File: src/rtl/accum_frame8.sv
// rtl/accum_frame8.sv - frame accumulator: sums COUNT input beats and emits one frame sum with a carry flag
// Optional feature macro: ACCUM_FRAME8_SAT_EN (saturating addition; default build wraps)
module accum_frame8 #(
  parameter int WIDTH = 8,
  parameter int COUNT = 4
) (
  input  logic             CLK,
  input  logic             ASYNCRESET,
  input  logic             in_valid,
  output logic             in_ready,
  input  logic [WIDTH-1:0] in_data,
  output logic             out_valid,
  input  logic             out_ready,
  output logic [WIDTH-1:0] out_data,
  output logic             out_carry
);

  typedef enum logic {
    ACCUM = 1'b0,
    HOLD  = 1'b1
  } state_t;

  // Beat index that closes a frame; cnt is a fixed 8-bit counter.
  localparam logic [7:0]       LAST_CNT = 8'(COUNT - 1);
  localparam logic [WIDTH-1:0] ACC_MAX  = '1;
  localparam bit               SINGLE   = (COUNT == 1);

  state_t           state_q;
  state_t           state_d;
  logic [WIDTH-1:0] acc_q;
  logic [WIDTH-1:0] acc_d;
  logic [7:0]       cnt_q;
  logic [7:0]       cnt_d;
  logic             carry_q;
  logic             carry_d;

  logic [WIDTH:0]   sum;
  logic             ovf;
  logic [WIDTH-1:0] add_res;

  // One extra bit of sum width captures the overflow of acc + in_data.
  always_comb begin
    sum = {1'b0, acc_q} + {1'b0, in_data};
    ovf = sum[WIDTH];
`ifdef ACCUM_FRAME8_SAT_EN
    // Clamp to all-ones; once saturated, any further nonzero beat overflows
    // again, so the accumulator stays pinned for the rest of the frame.
    add_res = ovf ? ACC_MAX : sum[WIDTH-1:0];
`else
    add_res = sum[WIDTH-1:0];
`endif
  end

  // Next-state, next-register and handshake logic.
  always_comb begin
    state_d   = state_q;
    acc_d     = acc_q;
    cnt_d     = cnt_q;
    carry_d   = carry_q;
    in_ready  = 1'b0;
    out_valid = 1'b0;

    case (state_q)
      ACCUM: begin
        in_ready = 1'b1;
        if (in_valid) begin
          acc_d   = add_res;
          carry_d = carry_q | ovf;
          if (cnt_q == LAST_CNT) begin
            cnt_d   = 8'd0;
            state_d = HOLD;
          end else begin
            cnt_d = cnt_q + 8'd1;
          end
        end
      end

      HOLD: begin
        out_valid = 1'b1;
        // Pass-through lets a new beat enter in the same cycle the frame
        // leaves, so continuous input never sees a bubble.
        in_ready  = out_ready;
        if (out_ready) begin
          carry_d = 1'b0;
          if (in_valid) begin
            // Beat 0 of the next frame starts from an empty accumulator.
            acc_d = in_data;
            if (SINGLE) begin
              cnt_d   = 8'd0;
              state_d = HOLD;
            end else begin
              cnt_d   = 8'd1;
              state_d = ACCUM;
            end
          end else begin
            acc_d   = '0;
            cnt_d   = 8'd0;
            state_d = ACCUM;
          end
        end
      end

      default: begin
        state_d = ACCUM;
      end
    endcase

    // No beat may be taken while reset is asserted.
    if (ASYNCRESET) begin
      in_ready = 1'b0;
    end
  end

  // State and datapath registers; reset discards any partial frame.
  always_ff @(posedge CLK or posedge ASYNCRESET) begin
    if (ASYNCRESET) begin
      state_q <= ACCUM;
      acc_q   <= '0;
      cnt_q   <= 8'd0;
      carry_q <= 1'b0;
    end else begin
      state_q <= state_d;
      acc_q   <= acc_d;
      cnt_q   <= cnt_d;
      carry_q <= carry_d;
    end
  end

  // The frame sum is the accumulator itself; it is frozen while in HOLD.
  assign out_data  = acc_q;
  assign out_carry = carry_q;

endmodule

File: config.mk
export PLATFORM = sky130hd
export DESIGN_NAME = accum_frame8
export DESIGN_NICKNAME = d
export VERILOG_FILES = /design/src/rtl/accum_frame8.sv
export SDC_FILE = /design/constraint.sdc
export NUM_CORES = 1
export LEC_CHECK = 0
export ABC_AREA = 1
export CAP_MARGIN = 20
export CORE_MARGIN = 3
export CORE_UTILIZATION = 25
export CTS_CLUSTER_SIZE = 30
export DETAILED_ROUTE_END_ITERATION = 6
export SLEW_MARGIN = 20
export SYNTH_ARGS = -nofsm -noshare
export SYNTH_HDL_FRONTEND = slang
export SYNTH_SLANG_ARGS = --single-unit
File: constraint.sdc
create_clock -name CLK -period 2 [get_ports CLK]
set_input_delay 0.4 -clock CLK [delete_from_list [all_inputs] [get_ports CLK]]
set_output_delay 0.4 -clock CLK [all_outputs]
set_load 0.1 [all_outputs]
=== After elaboration in Yosys (flattened, before gate mapping) ===
Cells that the tools add are included.
W data, S select, Z words.

* Bits in registers: 18
* Bits of input ports: 12
* Output and inout bits: 11
* Logic and storage cells: 31

* Equal/unequal tests: 3
* Bitwise operators: 2
* Reduce and logical (&&, ||, !) cells: 1
* Add/subtract/negate cells: 2
* Muxes and demuxes: 19

{| class="wikitable"
|+ Operator list
! operator !! number
|-
| $mux W8 || 6
|-
| $pmux W8 S2 || 2
|-
| $add A8 B8 Y9 || 1
|-
| $add A8 B1 Y8 const B || 1
|-
| $eq A8 B2 Y1 const B || 1
|-
| $mux W1 || 8
|-
| $pmux W1 S2 || 3
|-
| $ne A2 B2 Y1 const B || 2
|-
| $reduce_and A2 Y1 || 1
|-
| $not A1 Y1 || 1
|-
| $or A1 B1 Y1 || 1
|}

=== Depth between registers and ports, before layout ===
Gate-level depths: netlist of the first run.

* Word-level depth: 4
* Depth in mapped cells: 11
* Depth with buffers taken out: 11

=== Least setup slack after synthesis of the first run ===
OpenSTA, ideal clock, no wires.

* Path type: reg-to-output
* Start: register state_q
* End: output in_ready
* Slack: -845 ps
* Data required time: 1600 ps
* Arrival: 2445 ps
* Path buffers: 0
* Cell stages (with the launch flop): 2
* Path through: dfrtp_1 a21oi_1

* Cells in the longest elaborated chain, start to end: 3

{| class="wikitable"
|+ Ends and longest elaborated chain
! element !! line !! text
|-
| start, declared || 28 || <nowiki>state_t state_q;</nowiki>
|-
| start signal, assigned || 122 || <nowiki>state_q <= state_d;</nowiki>
|-
| $not A1 Y1 || n/a ||
|-
| $pmux W1 S2 (*) || 63 || <nowiki>case (state_q)</nowiki>
|-
| $mux W1 (*) || 109 || <nowiki>if (ASYNCRESET) begin</nowiki>
|-
| end, declared || 10 || <nowiki>output logic in_ready,</nowiki>
|}

Every way passes the cells marked *; elsewhere a longest branch is shown, timed or not.

=== Worst setup path after layout of the first run ===
* Start: input in_data[0]
* End: register acc_q[4] (netlist: out_data[4])

* Cells in the longest elaborated chain, start to end: 3

{| class="wikitable"
|+ Ends and longest elaborated chain
! element !! line !! text
|-
| start, declared || 11 || <nowiki>input logic [WIDTH-1:0] in_data,</nowiki>
|-
| $add A8 B8 Y9 || 43 || <nowiki>sum = {1'b0, acc_q} + {1'b0, in_data};</nowiki>
|-
| $mux W8 || 66 || <nowiki>if (in_valid) begin</nowiki>
|-
| $pmux W8 S2 || 63 ||
|-
| end signal, assigned || 118 || <nowiki>acc_q <= '0;</nowiki>
|-
| end signal, assigned || 123 || <nowiki>acc_q <= acc_d;</nowiki>
|-
| end, declared || 30 || <nowiki>logic [WIDTH-1:0] acc_q;</nowiki>
|}

No other way between the ends. The select of a mux whose other input is x is not followed.
A chain may end at the register's enable or synchronous reset.

==> results of run 1 <==
==> layer usage <==
layer  global-route usage [%]  up-vias
met3                    3.096        4
met2                    17.72       12
met1                    14.22      534
met5                        0        -
met4                    3.147        0
li1                         -      648
==> report_power, final <==
group | internal (mW) | switching [mW] | total (mW) | leakage (nW)
logic | 0.540 | 1.20 | 1.74 | 0.623
clock network | 0.175 | 0.131 | 0.307 | 0.0288
registers | 0.540 | 0.155 | 0.695 | 0.204
total | 1.26 | 1.49 | 2.74 | 0.856
==> logic make-up after synthesis <==
| logic type | share of synthesized area (%) |
|---|---|
| AND/OR/NAND/NOR | 34.07 |
| buffers and inverters | 10.17 |
| AO/OA/AOI/OAI | 11.04 |
| flip-flops | 34.55 |
| adder cells (fa/ha/maj) | 10.17 |
==> synthesized netlist by cell type <==
| master | count | share of area [%] |
|---|---|---|
| o21ai_1 | 1 | 0.38 |
| nand2_2 | 4 | 1.9 |
| and2_1 | 1 | 0.48 |
| nand2_1 | 45 | 13 |
| a31oi_1 | 4 | 1.9 |
| dfrtp_1 | 18 | 35 |
| nor2_1 | 20 | 5.8 |
| buf_2 | 1 | 0.38 |
| o21ai_0 | 5 | 1.9 |
| fa_1 | 1 | 1.5 |
| inv_1 | 25 | 7.2 |
| o22ai_1 | 2 | 0.96 |
| a21oi_2 | 1 | 0.67 |
| a21oi_1 | 12 | 4.6 |
| or2_1 | 2 | 0.96 |
| nor3_2 | 1 | 0.77 |
| buf_6 | 2 | 1.7 |
| nand2_4 | 1 | 0.86 |
| nand3b_1 | 3 | 1.7 |
| nand4_1 | 1 | 0.48 |
| nor3_1 | 4 | 1.5 |
| or2_0 | 1 | 0.48 |
| inv_2 | 3 | 0.86 |
| nand3_1 | 14 | 5.4 |
| a21boi_1 | 1 | 0.58 |
| ha_1 | 9 | 8.6 |
| nand3_2 | 1 | 0.77 |
==> worst max-delay path, cell delays in order <==
cell and delay, ns:
clkdlybuf4s50_1 0.49, ha_2 0.18, inv_1 0.05, fa_2 0.33, inv_2 0.07, nand2_1 0.06
nand2_2 0.07, and2_1 0.13, or2_0 0.10, nand3_1 0.06, a21oi_1 0.12
==> through the flow <==
step	hold slack, ns	area, um2	instances	utilization [%]
after global placement	0.4982	1639	275	33.59
after CTS	0.5348	1694	279	34.72
final	0.5344	1707	279	34.97
after global routing	0.5729	1707	279	34.97
after detailed placement	0.5148	1639	275	33.59
after floorplan	0.3383	1320	183	-
==> final timing paths <==
check / startpoint / end / slack, ns
max in group asynchronous: ASYNCRESET / out_data[0]$_DFFE_PP0P_ / 1.22
setup reg to reg: out_data[0]$_DFFE_PP0P_ / out_data[4]$_DFFE_PP0P_ / 0.41
hold reg to reg: cnt_q[1]$_DFFE_PP0P_ / cnt_q[1]$_DFFE_PP0P_ / 0.53
hold / removal: cnt_q[1]$_DFFE_PP0P_ / cnt_q[1]$_DFFE_PP0P_ / 0.53
setup / recovery: in_data[0] / out_data[4]$_DFFE_PP0P_ / 0.14
min in group asynchronous: ASYNCRESET / cnt_q[2]$_DFFE_PP0P_ / 0.55
==> what timing repair did <==
action,4_1_cts,5_1_grt
gates resized for setup,0,5
endpoints found under the setup margin,0,3
buffers inserted,0,0
==> state kept, by name, indices dropped and copies added (netlist names) <==
signal,count
out_data,8
out_carry,1
state_q,1
cnt_q,8
==> area by class of cell <==
cell class                      count  area share, %
Tap cell                           67          4.912
Multi-Input combinational cell    134          43.62
Clock buffer                        4          3.226
Timing Repair Buffer               28          15.40
Sequential cell                    18          26.69
Inverter                           28          6.158
==> cell usage in the layout (no fill, tap or decap), drive strengths merged <==
master	n
nand2	50
nor3	5
clkdlybuf4s50	11
clkbuf	4
nand3b	3
a21boi	1
nor2	20
a31oi	4
o22ai	2
nand3	15
buf	17
nand4	1
fa	1
dfrtp	18
and2	1
inv	28
a21oi	13
ha	9
o21ai	6
or2	3
==> results.sh, run 1 <==
export IMPL_outcome="finished clean"
export IMPL_seq_area_frac_synth_pct=34.55
export IMPL_rows=25
export IMPL_num_antenna_cells=0
export IMPL_drt_iter0_drc=46
export IMPL_avgSynthCellArea_um2=7.124
export IMPL_drt_pass1_iterations=4
export IMPL_coreArea_mm2=0.004880
export IMPL_cts_root_buf="clkbuf_8"
export IMPL_pre_cts_ws_ns=-0.1683
export IMPL_yosys_warnings=0
export IMPL_post_route_drc_count=0
export IMPL_dr_max_layer_used="met4"
export IMPL_die_w_um=78.22
export IMPL_detail_route_antenna_nets=0
export IMPL_fill_cells=531
export IMPL_irDropWorstVdd_mv=0.8302
export IMPL_dieArea_mm2=0.006118
export IMPL_wl_met3_um=111
export IMPL_required_ns=2.19
export IMPL_insertion_delay_ns=0.26
export IMPL_rsz0062_at_grt="false"
export IMPL_fin_crit_sh_pct=93.13
export IMPL_finalPower_mw=2.742
export IMPL_cp_end_kind="flop"
export IMPL_cts_hold_buffers=0
export IMPL_dr_total_vias=1198
export IMPL_worst_slew_pin_slew_ns=0.3674
export IMPL_netlist_area_mm2=0.001304
export IMPL_clk_path_buf_depth=2
export IMPL_cts_buffers=3
export IMPL_fin_skew_ns=0.006676
export IMPL_numClockSinks=18
export IMPL_setup_violations=0
export IMPL_finalHoldViolations=0
export IMPL_totalWireLength_um=2956
export IMPL_grt_overflow_total=0
export IMPL_seq_area_um2=455.4
export IMPL_port_buffers=22
export IMPL_power_per_cell_area_mw_per_mm2=1607
export IMPL_wl_met1_um=1439
export IMPL_htree_levels=1
export IMPL_cellLeakagePower_nw=0.8556
export IMPL_grt_pass1_wl_um=5395
export IMPL_syn_inst=183
export IMPL_r2r_cells=10
export IMPL_area_growth_pct=30.90
export IMPL_synth_seq_cells=18
export IMPL_cp_arrival_ns=2.05
export IMPL_vias_per_cell=4.294
export IMPL_final_setup_tns_ns=0
export IMPL_grt_max_degree=21
export IMPL_crit_fanout=3
export IMPL_gp_congestion=0.7669
export IMPL_startpoint_type="input port"
export IMPL_grt_pass1_vias=1175
export IMPL_io_pins=23
export IMPL_fmax_ghz=0.5369
export IMPL_nNetsFinal=235
export IMPL_drv_cap=0
export IMPL_hold_depth=2
export IMPL_critPathKind="input port to flop"
export IMPL_met2_wirelength_um=1374
export IMPL_antenna_found_initial=0
export IMPL_initial_core_util_pct=26.72
export IMPL_grt_use_total_pct=10.96
export IMPL_drv_slew=0
export IMPL_synth_cell_types=27
export IMPL_hold_class="flop to flop"
export IMPL_slew_headroom_pct=75.51
export IMPL_syn_nets=205
export IMPL_die_height_um=78.22
export IMPL_hpwl_um=2230
export IMPL_multi_input_area_um2=744.5
export IMPL_cts_tree="yes"
export IMPL_drive_gt1_share_pct=19.81
export IMPL_post_drt_wl_per_cell_um=10.59
export IMPL_setup_ws_ns=0.1375
export IMPL_period_minus_slack_ns=1.863
export IMPL_clk_pin_slew_ns=0.08
(Power assumes the default switching activity.)
==> inputs of run 2 (changes only) <==
SLEW_MARGIN = 25   (was 20)
==> results of run 2 <==
Same layout as run 1: the final DEF is identical, and so are final timing and power.
